==> config.mk <==
export PLATFORM = sky130hd
export DESIGN_NAME = branch_unit_pipe
export DESIGN_NICKNAME = d
export VERILOG_FILES = /design/src/rtl/branch_pkg.sv /design/src/rtl/branch_cmp.sv /design/src/rtl/branch_unit_pipe.sv
export SDC_FILE = /design/constraint.sdc
export NUM_CORES = 1
export LEC_CHECK = 0
export ABC_AREA = 1
export CORE_MARGIN = 3
export CORE_UTILIZATION = 30
export CTS_BUF_LIST = sky130_fd_sc_hd__clkbuf_8
export DETAILED_ROUTE_END_ITERATION = 7
export PLACE_DENSITY = 0.67
export SYNTH_ARGS = -nofsm -noshare
export SYNTH_HDL_FRONTEND = slang
export SYNTH_SLANG_ARGS = --single-unit
==> constraint.sdc <==
create_clock -name clk -period 2.1 [get_ports clk]
set_clock_uncertainty 0.15 [all_clocks]
set_input_delay 0.42 -clock clk [delete_from_list [all_inputs] [get_ports clk]]
set_output_delay 0.42 -clock clk [all_outputs]
set_load 0.02 [all_outputs]
==> src/rtl/branch_pkg.sv <==
// ---------------------------------------------------------------------------
// branch_pkg
// Shared definitions for the branch-evaluation unit:
//   - RISC-V conditional-branch funct3 encodings
//   - is_legal_branch(): true for the six defined branch encodings
//   - PC_STEP: sequential instruction stride used for the fall-through PC
// ---------------------------------------------------------------------------
package branch_pkg;

    localparam logic [2:0] F3_BEQ  = 3'b000;
    localparam logic [2:0] F3_BNE  = 3'b001;
    localparam logic [2:0] F3_BLT  = 3'b100;
    localparam logic [2:0] F3_BGE  = 3'b101;
    localparam logic [2:0] F3_BLTU = 3'b110;
    localparam logic [2:0] F3_BGEU = 3'b111;

    localparam int unsigned PC_STEP = 4;

    // Only 010 and 011 are unassigned in the branch opcode space.
    function automatic logic is_legal_branch(input logic [2:0] f3);
        return (f3 != 3'b010) && (f3 != 3'b011);
    endfunction

endpackage

==> src/rtl/branch_cmp.sv <==
// ---------------------------------------------------------------------------
// branch_cmp
// Purely combinational branch condition evaluation.
// Ports:
//   funct3  in   branch type (BEQ/BNE/BLT/BGE/BLTU/BGEU)
//   rs1     in   operand A (XLEN)
//   rs2     in   operand B (XLEN)
//   taken   out  branch condition true (always 0 for an illegal funct3)
//   illegal out  funct3 is not a defined branch encoding
// ---------------------------------------------------------------------------
module branch_cmp #(
    parameter int XLEN = 32
) (
    input  logic [2:0]      funct3,
    input  logic [XLEN-1:0] rs1,
    input  logic [XLEN-1:0] rs2,
    output logic            taken,
    output logic            illegal
);
    import branch_pkg::*;

    logic signed [XLEN-1:0] rs1_s;
    logic signed [XLEN-1:0] rs2_s;
    logic                   eq;
    logic                   lt_s;
    logic                   lt_u;

    assign rs1_s = rs1;
    assign rs2_s = rs2;

    always_comb begin
        eq      = (rs1 == rs2);
        lt_s    = (rs1_s < rs2_s);
        lt_u    = (rs1 < rs2);
        illegal = !is_legal_branch(funct3);
        taken   = 1'b0;
        case (funct3)
            F3_BEQ:  taken = eq;
            F3_BNE:  taken = !eq;
            F3_BLT:  taken = lt_s;
            F3_BGE:  taken = !lt_s;
            F3_BLTU: taken = lt_u;
            F3_BGEU: taken = !lt_u;
            default: taken = 1'b0;
        endcase
    end

endmodule

==> src/rtl/branch_unit_pipe.sv <==
// ---------------------------------------------------------------------------
// branch_unit_pipe
// Registered branch-evaluation stage with a valid/ready handshake and one
// cycle of latency. A single output register holds the result; a new
// request is accepted whenever that register is empty or being drained.
// Ports:
//   clk, rst_n                 clock, asynchronous active-low reset
//   in_valid/in_ready          request handshake
//   funct3, rs1, rs2, pc, imm  branch request fields
//   out_valid/out_ready        result handshake
//   out_taken, out_illegal     branch decision, undefined-funct3 flag
//   out_target, out_next_pc    pc+sext(imm), and resolved next PC
//   led_n                      active-low: 0 when the last legal branch was taken
//   clr_cnt                    synchronous clear of both statistics counters
//   taken_cnt, not_taken_cnt   saturating branch statistics
// ---------------------------------------------------------------------------
module branch_unit_pipe #(
    parameter int XLEN  = 32,
    parameter int IMM_W = 13,
    parameter int CNT_W = 16
) (
    input  logic              clk,
    input  logic              rst_n,
    input  logic              in_valid,
    output logic              in_ready,
    input  logic [2:0]        funct3,
    input  logic [XLEN-1:0]   rs1,
    input  logic [XLEN-1:0]   rs2,
    input  logic [XLEN-1:0]   pc,
    input  logic [IMM_W-1:0]  imm,
    output logic              out_valid,
    input  logic              out_ready,
    output logic              out_taken,
    output logic              out_illegal,
    output logic [XLEN-1:0]   out_target,
    output logic [XLEN-1:0]   out_next_pc,
    output logic              led_n,
    input  logic              clr_cnt,
    output logic [CNT_W-1:0]  taken_cnt,
    output logic [CNT_W-1:0]  not_taken_cnt
);
    import branch_pkg::*;

    function automatic logic [CNT_W-1:0] sat_inc(input logic [CNT_W-1:0] v);
        return (&v) ? v : v + CNT_W'(1);
    endfunction

    logic                    accept;
    logic                    cmp_taken;
    logic                    cmp_illegal;
    logic signed [IMM_W-1:0] imm_s;
    logic signed [XLEN-1:0]  imm_sext;
    logic [XLEN-1:0]         target;
    logic [XLEN-1:0]         pc_plus4;

    logic                    out_valid_q,   out_valid_d;
    logic                    out_taken_q,   out_taken_d;
    logic                    out_illegal_q, out_illegal_d;
    logic [XLEN-1:0]         out_target_q,  out_target_d;
    logic [XLEN-1:0]         out_next_pc_q, out_next_pc_d;
    logic                    led_n_q,       led_n_d;
    logic [CNT_W-1:0]        taken_cnt_q,   taken_cnt_d;
    logic [CNT_W-1:0]        nt_cnt_q,      nt_cnt_d;

    branch_cmp #(.XLEN(XLEN)) u_cmp (
        .funct3  (funct3),
        .rs1     (rs1),
        .rs2     (rs2),
        .taken   (cmp_taken),
        .illegal (cmp_illegal)
    );

    // Both adders wrap modulo 2^XLEN; bit 0 of the immediate is kept as given.
    assign imm_s    = imm;
    assign imm_sext = XLEN'(imm_s);
    assign target   = pc + $unsigned(imm_sext);
    assign pc_plus4 = pc + XLEN'(PC_STEP);

    assign in_ready = ~out_valid_q | out_ready;
    assign accept   = in_valid & in_ready;

    always_comb begin
        out_valid_d   = out_valid_q;
        out_taken_d   = out_taken_q;
        out_illegal_d = out_illegal_q;
        out_target_d  = out_target_q;
        out_next_pc_d = out_next_pc_q;
        led_n_d       = led_n_q;
        taken_cnt_d   = taken_cnt_q;
        nt_cnt_d      = nt_cnt_q;

        if (accept) begin
            out_valid_d   = 1'b1;
            out_taken_d   = cmp_taken;
            out_illegal_d = cmp_illegal;
            out_target_d  = target;
            out_next_pc_d = cmp_taken ? target : pc_plus4;
            // Illegal encodings leave the LED and statistics untouched.
            if (!cmp_illegal) begin
                led_n_d = ~cmp_taken;
                if (cmp_taken) taken_cnt_d = sat_inc(taken_cnt_q);
                else           nt_cnt_d    = sat_inc(nt_cnt_q);
            end
        end else if (out_ready) begin
            out_valid_d = 1'b0;
        end

        // Clear wins over a same-cycle increment.
        if (clr_cnt) begin
            taken_cnt_d = '0;
            nt_cnt_d    = '0;
        end
    end

    always_ff @(posedge clk or negedge rst_n) begin
        if (!rst_n) begin
            out_valid_q   <= 1'b0;
            out_taken_q   <= 1'b0;
            out_illegal_q <= 1'b0;
            out_target_q  <= '0;
            out_next_pc_q <= '0;
            led_n_q       <= 1'b1;
            taken_cnt_q   <= '0;
            nt_cnt_q      <= '0;
        end else begin
            out_valid_q   <= out_valid_d;
            out_taken_q   <= out_taken_d;
            out_illegal_q <= out_illegal_d;
            out_target_q  <= out_target_d;
            out_next_pc_q <= out_next_pc_d;
            led_n_q       <= led_n_d;
            taken_cnt_q   <= taken_cnt_d;
            nt_cnt_q      <= nt_cnt_d;
        end
    end

    assign out_valid     = out_valid_q;
    assign out_taken     = out_taken_q;
    assign out_illegal   = out_illegal_q;
    assign out_target    = out_target_q;
    assign out_next_pc   = out_next_pc_q;
    assign led_n         = led_n_q;
    assign taken_cnt     = taken_cnt_q;
    assign not_taken_cnt = nt_cnt_q;

endmodule

==> results_dict.tcl, run 1 <==
set metrics [dict create \
    outcome "finished, violations left" \
    violations "setup timing" \
    pwr-share-clk_pct 16.4 \
    cts.path.max_buffers 2 \
    place_ws_ns -1.19 \
    fin_cells 2081 \
    fp.dieH_um 173 \
    gp_congestion 0.878 \
    start_util_pct 30.7 \
    clkTransAtPathRegs_ns 0.12 \
    finalPower_mw 8.12 \
    wl_um 34100 \
    htree_levels 3 \
    critical_path_class "in2reg" \
    grt_use_total_pct 21.6 \
    crit_required_ns 2.24 \
    seq_area_frac_synth_pct 30.1 \
    ys_warn_count 0 \
    pwr_density_cell_nw_per_um2 527 \
    crit_slowest_cell "ha_4" \
    grt_antenna_before_repair 0 \
    grt_pass1_vias 10200 \
    worst-path-max-fanout 8 \
    whs_path_depth 4 \
    routedWlPerCell_um 16.4 \
    cts_tree "done" \
    synth_area_leader_cell "dfrtp_1" \
    hold_viol 0 \
    die_width_um 173 \
    internal_power_mw 4.79 \
    worstPathArrival_ns 2.41 \
    cts_root_buffer "clkbuf_8" \
    power_frac_seq_pct 29.7 \
    cts.sinks 100 \
    power.switching_mw 3.33 \
    fmax_mhz 440 \
    dieArea_um2 29800 \
    fin_crit_ns 2.27 \
    relSlewSlack_pct 65.0 \
    fin_crit_sh_pct 108 \
    synth_cells 1215 \
    r2r_end "taken_cnt[1]" \
    drt_pre_antenna_iters 5 \
    drt_iter0_markers 629 \
    multi_input_area_um2 7240 \
    grt_first_pass_wirelength_um 52500 \
    syn_area_um2 8320 \
    ff2ff_setup_slack_ns -0.02 \
    final_util_pct 56.8 \
    synth_top_area_share_pct 29.8 \
    via_per_inst 4.93 \
    cpPeakStageDelay_ns 0.19 \
    synth_edf_count 0 \
    dp_cells 2006 \
    rsz0062_at_grt "true" \
    grt_overflow 0 \
    grt_max_degree 85 \
    cp-endpoint "not_taken_cnt[10]" \
    fin_ws_ns -0.173 \
    placed_area_um2 13100 \
    slew_violations 0 \
    combinationalPowerShare_pct 53.9 \
    endpoint_kind "flip-flop" \
    regArea_um2 2510 \
    ys_types 49 \
    synth_nets 1399 \
    setup_tns_ns -7.37 \
    path_cells "buf_6 > inv_4 > ha_4 > a21oi_2 > nor2_1 > nor2_1 > nand2_1 > nand2_1 > nand2_2 > nand2_4 > buf_4 > nand3_2 > nand3_2 > nand2_4 > nor2_8 > buf_12 > nand2_8 > buf_12 > buf_12 > nand3_2 > nand2_1" \
    port_buffers 217 \
    p_sw_share_pct 41.1 \
    insertion_delay_ns 0.39 \
    via_count 10300 \
    worstSetupStartpoint "rs2[5]" \
    min-delay-path-class "in2reg" \
    diodes 0 \
    peakVddDrop_v 0.000417 \
    async_flop_share_pct 100 \
    setup_viol 70 \
    cts_buffers 9 \
    ios 218 \
    cp-start-kind "primary input" \
    syn_to_final_growth_pct 85.2 \
    nets 1888 \
    timing.rr.start "taken_cnt[0]" \
    place_hpwl_um 24500 \
    whs_ns 0.170 \
    drive_gt1_share_pct 43.8 \
    ys_top_cells_by_area "dfrtp_1, nand2_1, ha_1" \
    maxCapViolations 0 \
    num_rows 60 \
    reg2reg_depth 14 \
    synth_top_flop_cell "dfrtp_1" \
    design_area_um2 15400 \
    drc 0 \
    final_antenna_net_count 0 \
    core_area_um2 27100 \
    synth_seq_cells 100 \
    p_leak_nw 7.40 \
    fillers 2411 \
    tightest_slew_ns 0.518 \
    syn_area_per_cell_um2 6.85 \
]
final cells by class:
type	instances	area share, %
Clock buffer	9	0.804
Inverter	138	3.65
Clock inverter	7	0.455
Sequential cell	100	16.3
Multi-Input combinational cell	947	47.0
Tap cell	372	3.02
Timing Repair inverter	1	0.106
Timing Repair Buffer	507	28.7
routing by layer:
layer | track usage (%) | part of all wire [%]
met1 | 27.1 | 42
met2 | 38.7 | 51
met3 | 2.38 | 4.0
met4 | 7.06 | 3.0
met5 | 0 | 0
power by group through the flow:
stage	clock network [mW]	logic (mW)	registers, mW
after floorplan	0	1.23	2.79
after global placement	0	3.43	2.45
after detailed placement	0	3.48	2.45
after CTS	1.36	4.00	2.41
after global routing	1.44	4.67	2.44
final	1.33	4.38	2.41
what timing repair did:
action                                  in CTS  in global routing
pin swaps                                  188                 91
hold buffers                                 1                  0
gates resized for setup                    542                228
cloned                                       8                  1
hold endpoints to repair                    25                  0
setup buffers                               29                 24
endpoints found under the setup margin     105                102
state kept, by name, summed over array words and instances, names as in the netlist:
signal	count
not_taken_cnt	16
out_target	32
out_next_pc	32
taken_cnt	16
out_illegal	1
led_n	1
out_valid	1
out_taken	1
cell families after synthesis:
logic type      count (synthesis)  synth area share [%]
fa+ha+maj                      67                  10.2
flops                         100                  30.1
simple gates                  669                  35.2
xor+xnor                       71                  7.47
buf+inv                       170                  8.02
compound gates                138                  9.08
cells in the mapped netlist, types with 3 or more instances:
master / instances
nor4_1: 8
xnor2_1: 28
nand2_2: 7
nand4_1: 34
o21ai_0: 45
ha_1: 66
nand3_1: 99
o21ai_1: 7
nor3b_1: 3
clkbuf_1: 16
buf_1: 5
inv_1: 136
o21a_1: 5
nand2_1: 372
buf_2: 7
nor2_1: 96
a21oi_1: 60
o21bai_1: 3
nand3b_1: 10
xor2_1: 43
dfrtp_1: 99
buf_4: 3
nor2_2: 6
nor3_1: 25
a31oi_1: 4
worst max-delay path, delay by kind of cell:
kind            cells  cell delay, ns
simple gates       13            1.00
fa+ha+maj           1            0.19
compound gates      1            0.11
buf+inv             6            0.69
worst min path at each step:
stage / start / to
4_1_cts: pc[0] / out_target[0]
6_report: pc[0] / out_next_pc[0]
3_3_place_gp: rst_n / not_taken_cnt[8]
3_5_place_dp: rst_n / not_taken_cnt[9]
2_1_floorplan: rst_n / not_taken_cnt[0]
5_1_grt: pc[0] / out_next_pc[0]
cell usage in the layout, fill, tap and decap left out, types with 23 or more instances in the layout:
| master | count |
|---|---|
| a21oi_2 | 26 |
| buf_2 | 56 |
| buf_4 | 245 |
| buf_6 | 31 |
| clkdlybuf4s50_1 | 79 |
| dfrtp_1 | 97 |
| dlygate4sd2_1 | 31 |
| ha_4 | 56 |
| inv_1 | 93 |
| inv_2 | 35 |
| nand2_1 | 300 |
| nand2_2 | 47 |
| nand2_4 | 30 |
| nand3_1 | 49 |
| nand3_2 | 47 |
| nand4_1 | 34 |
| nor2_1 | 67 |
| nor2_2 | 23 |
| o21ai_0 | 24 |
| xnor2_1 | 24 |
| xor2_1 | 39 |
Power figures use the tool's default switching activity.
==> inputs of run 2 (changes only) <==
- ABC_CLOCK_PERIOD_IN_PS: not set -> 2100
- CAP_MARGIN: not set -> 20
- SKIP_LAST_GASP: not set -> 1
==> results_dict.tcl, run 2 (synthesis results as in run 1) <==
set metrics [dict create \
    num_rows 60 \
    grt_use_total_pct 21.6 \
    critPathTopFamily "simple AND/OR/NAND/NOR gates" \
    place_ws_ns -1.19 \
    grt_overflow 0 \
    routedWlPerCell_um 16.7 \
    slew_violations 0 \
    grt_antenna_before_repair 0 \
    cpPeakStageDelay_ns 0.27 \
    via_per_inst 4.96 \
    pwr_density_cell_nw_per_um2 525 \
    drt_iter0_markers 714 \
    path_buf_inv 6 \
    hold_viol 0 \
    nets 1888 \
    grt_first_pass_wirelength_um 52400 \
    tightest_slew_ns 0.514 \
    clkTransAtPathRegs_ns 0.12 \
    critical_path_class "in2reg" \
    endpoint_kind "flip-flop" \
    cts.path.max_buffers 2 \
    hp-start "pc[0]" \
    place_hpwl_um 24500 \
    htree_levels 3 \
    relSlewSlack_pct 65.3 \
    cp-start-kind "primary input" \
    grt_max_degree 85 \
    fin_crit_ns 2.29 \
    worst-path-max-fanout 6 \
    fin_ws_ns -0.187 \
    setup_tns_ns -7.55 \
    crit_required_ns 2.26 \
    min-delay-path-class "in2reg" \
    dieArea_um2 29800 \
    crit_slowest_cell "ha_4" \
    final_antenna_net_count 0 \
    fin_crit_sh_pct 109 \
    cts_tree "done" \
    whs_path_depth 4 \
    peakVddDrop_v 0.000418 \
    hold_end "out_next_pc[0]" \
    reg2reg_depth 11 \
    path_cells "buf_6 > inv_12 > ha_4 > nand2_4 > nor2_4 > nand4_1 > nor2_4 > nand2_4 > buf_4 > nand3_1 > nand3_2 > nand2_4 > nor2_8 > buf_12 > buf_8 > buf_16 > nand2_4 > nand2_2 > nand2_1 > nand2_1" \
    cts_root_buffer "clkbuf_8" \
    worstPathArrival_ns 2.44 \
    insertion_delay_ns 0.40 \
    cts.sinks 100 \
    timing.rr.start "not_taken_cnt[0]" \
    p_leak_nw 7.43 \
    wl_um 34700 \
    final_common_cell "nand2_1" \
    cts_buffers 9 \
    start_util_pct 30.7 \
    maxCapViolations 0 \
    via_count 10300 \
    core_area_um2 27100 \
    drt_pre_antenna_iters 5 \
    ios 218 \
    whs_ns 0.160 \
    fp.dieH_um 173 \
    drive_gt1_share_pct 45.1 \
    outcome "finished, violations left" \
    port_buffers 217 \
    die_width_um 173 \
    violations "setup timing" \
    cpMostUsedCell "nand2_4" \
    drc 0 \
    gp_congestion 0.878 \
    fmax_mhz 437 \
    ff2ff_setup_slack_ns -0.03 \
    setup_viol 72 \
    r2r_end "not_taken_cnt[13]" \
    final_cell_mix "nand2_1, buf_4, dfrtp_1" \
    rsz0062_at_grt "true" \
    grt_pass1_vias 10100 \
    diodes 0 \
    syn_to_final_growth_pct 87.2 \
]
run 2: cell count changes in the layout (fill, tap and decap cells not counted), sizes merged:
cell           delta
clkbuf            +5
dlygate4sd2       -4
clkdlybuf4s15     -2
clkdlybuf4s50     +2
dlymetal6s2s      -1
run 2: per-layer routing:
metal	vias to the layer above	wire (um)	track usage [%]
met3	56	1350	2.32
met2	300	18100	38.5
li1	4961	-	-
met5	-	0	0
met1	5012	14400	27.3
met4	0	874	7.03
run 2: report_power, final:
group	switching (mW)	internal, mW	leakage (nW)	total [mW]
clock network	0.868	0.461	0.0883	1.33
logic	2.31	2.13	6.08	4.43
registers	0.191	2.22	1.27	2.41
total	3.37	4.81	7.43	8.18
run 2: worst register-to-register path, cell delays in order, from the launching register on:
cell	delay (ns)
dfrtp_1	0.37
ha_1	0.18
nand2_1	0.07
nor2_1	0.19
inv_1	0.08
nor3_1	0.16
a41oi_1	0.27
nand2_8	0.17
buf_12	0.16
clkinv_8	0.09
nand3b_1	0.09
nand2_1	0.06
run 2: timing repair:
item,in CTS,in global routing
setup endpoints to repair,105,103
hold buffers,1,0
cloned,8,1
gates resized for setup,525,292
pin swaps,182,106
setup buffers,29,26
hold endpoints to repair,25,0
run 2: layout make-up:
class / count / area [um2]
multi-input cells: 947 / 7380
well taps: 372 / 465
repair inverters: 1 / 16.3
clock buffers: 9 / 124
repair buffers: 507 / 4450
fillers: 2376 / 11500
clock inverters: 7 / 70.1
flip-flops and latches: 100 / 2510
inverters: 138 / 566
run 2: worst max path at each step:
| stage | from | to | slack [ns] | cells after the start |
|---|---|---|---|---|
| after floorplan | rs2[21] | not_taken_cnt[10] | -0.16 | 17 |
| after global placement | pc[0] | out_next_pc[22] | -1.10 | 15 |
| after detailed placement | rs2[23] | out_next_pc[18] | -1.19 | 18 |
| after CTS | rs2[5] | out_next_pc[18] | -0.18 | 22 |
| after global routing | rs2[23] | out_next_pc[6] | -0.27 | 20 |
| final | rs2[23] | out_next_pc[6] | -0.19 | 20 |
run 2: stage by stage:
step           std cells  power (mW)  cell area, um2  util, %
2_1_floorplan       1215        4.02            8800        -
3_3_place_gp        2006        5.88           13100     48.4
3_5_place_dp        2006        5.92           13100     48.4
4_1_cts             2059        7.76           14500     53.5
5_1_grt             2081        8.62           15600     57.5
6_report            2081        8.18           15600     57.5
==> inputs of run 3 (changes only) <==
- ABC_CLOCK_PERIOD_IN_PS: 2100 -> not set
==> results of run 3 <==
Final layout, timing and power as in run 2 (identical DEF).
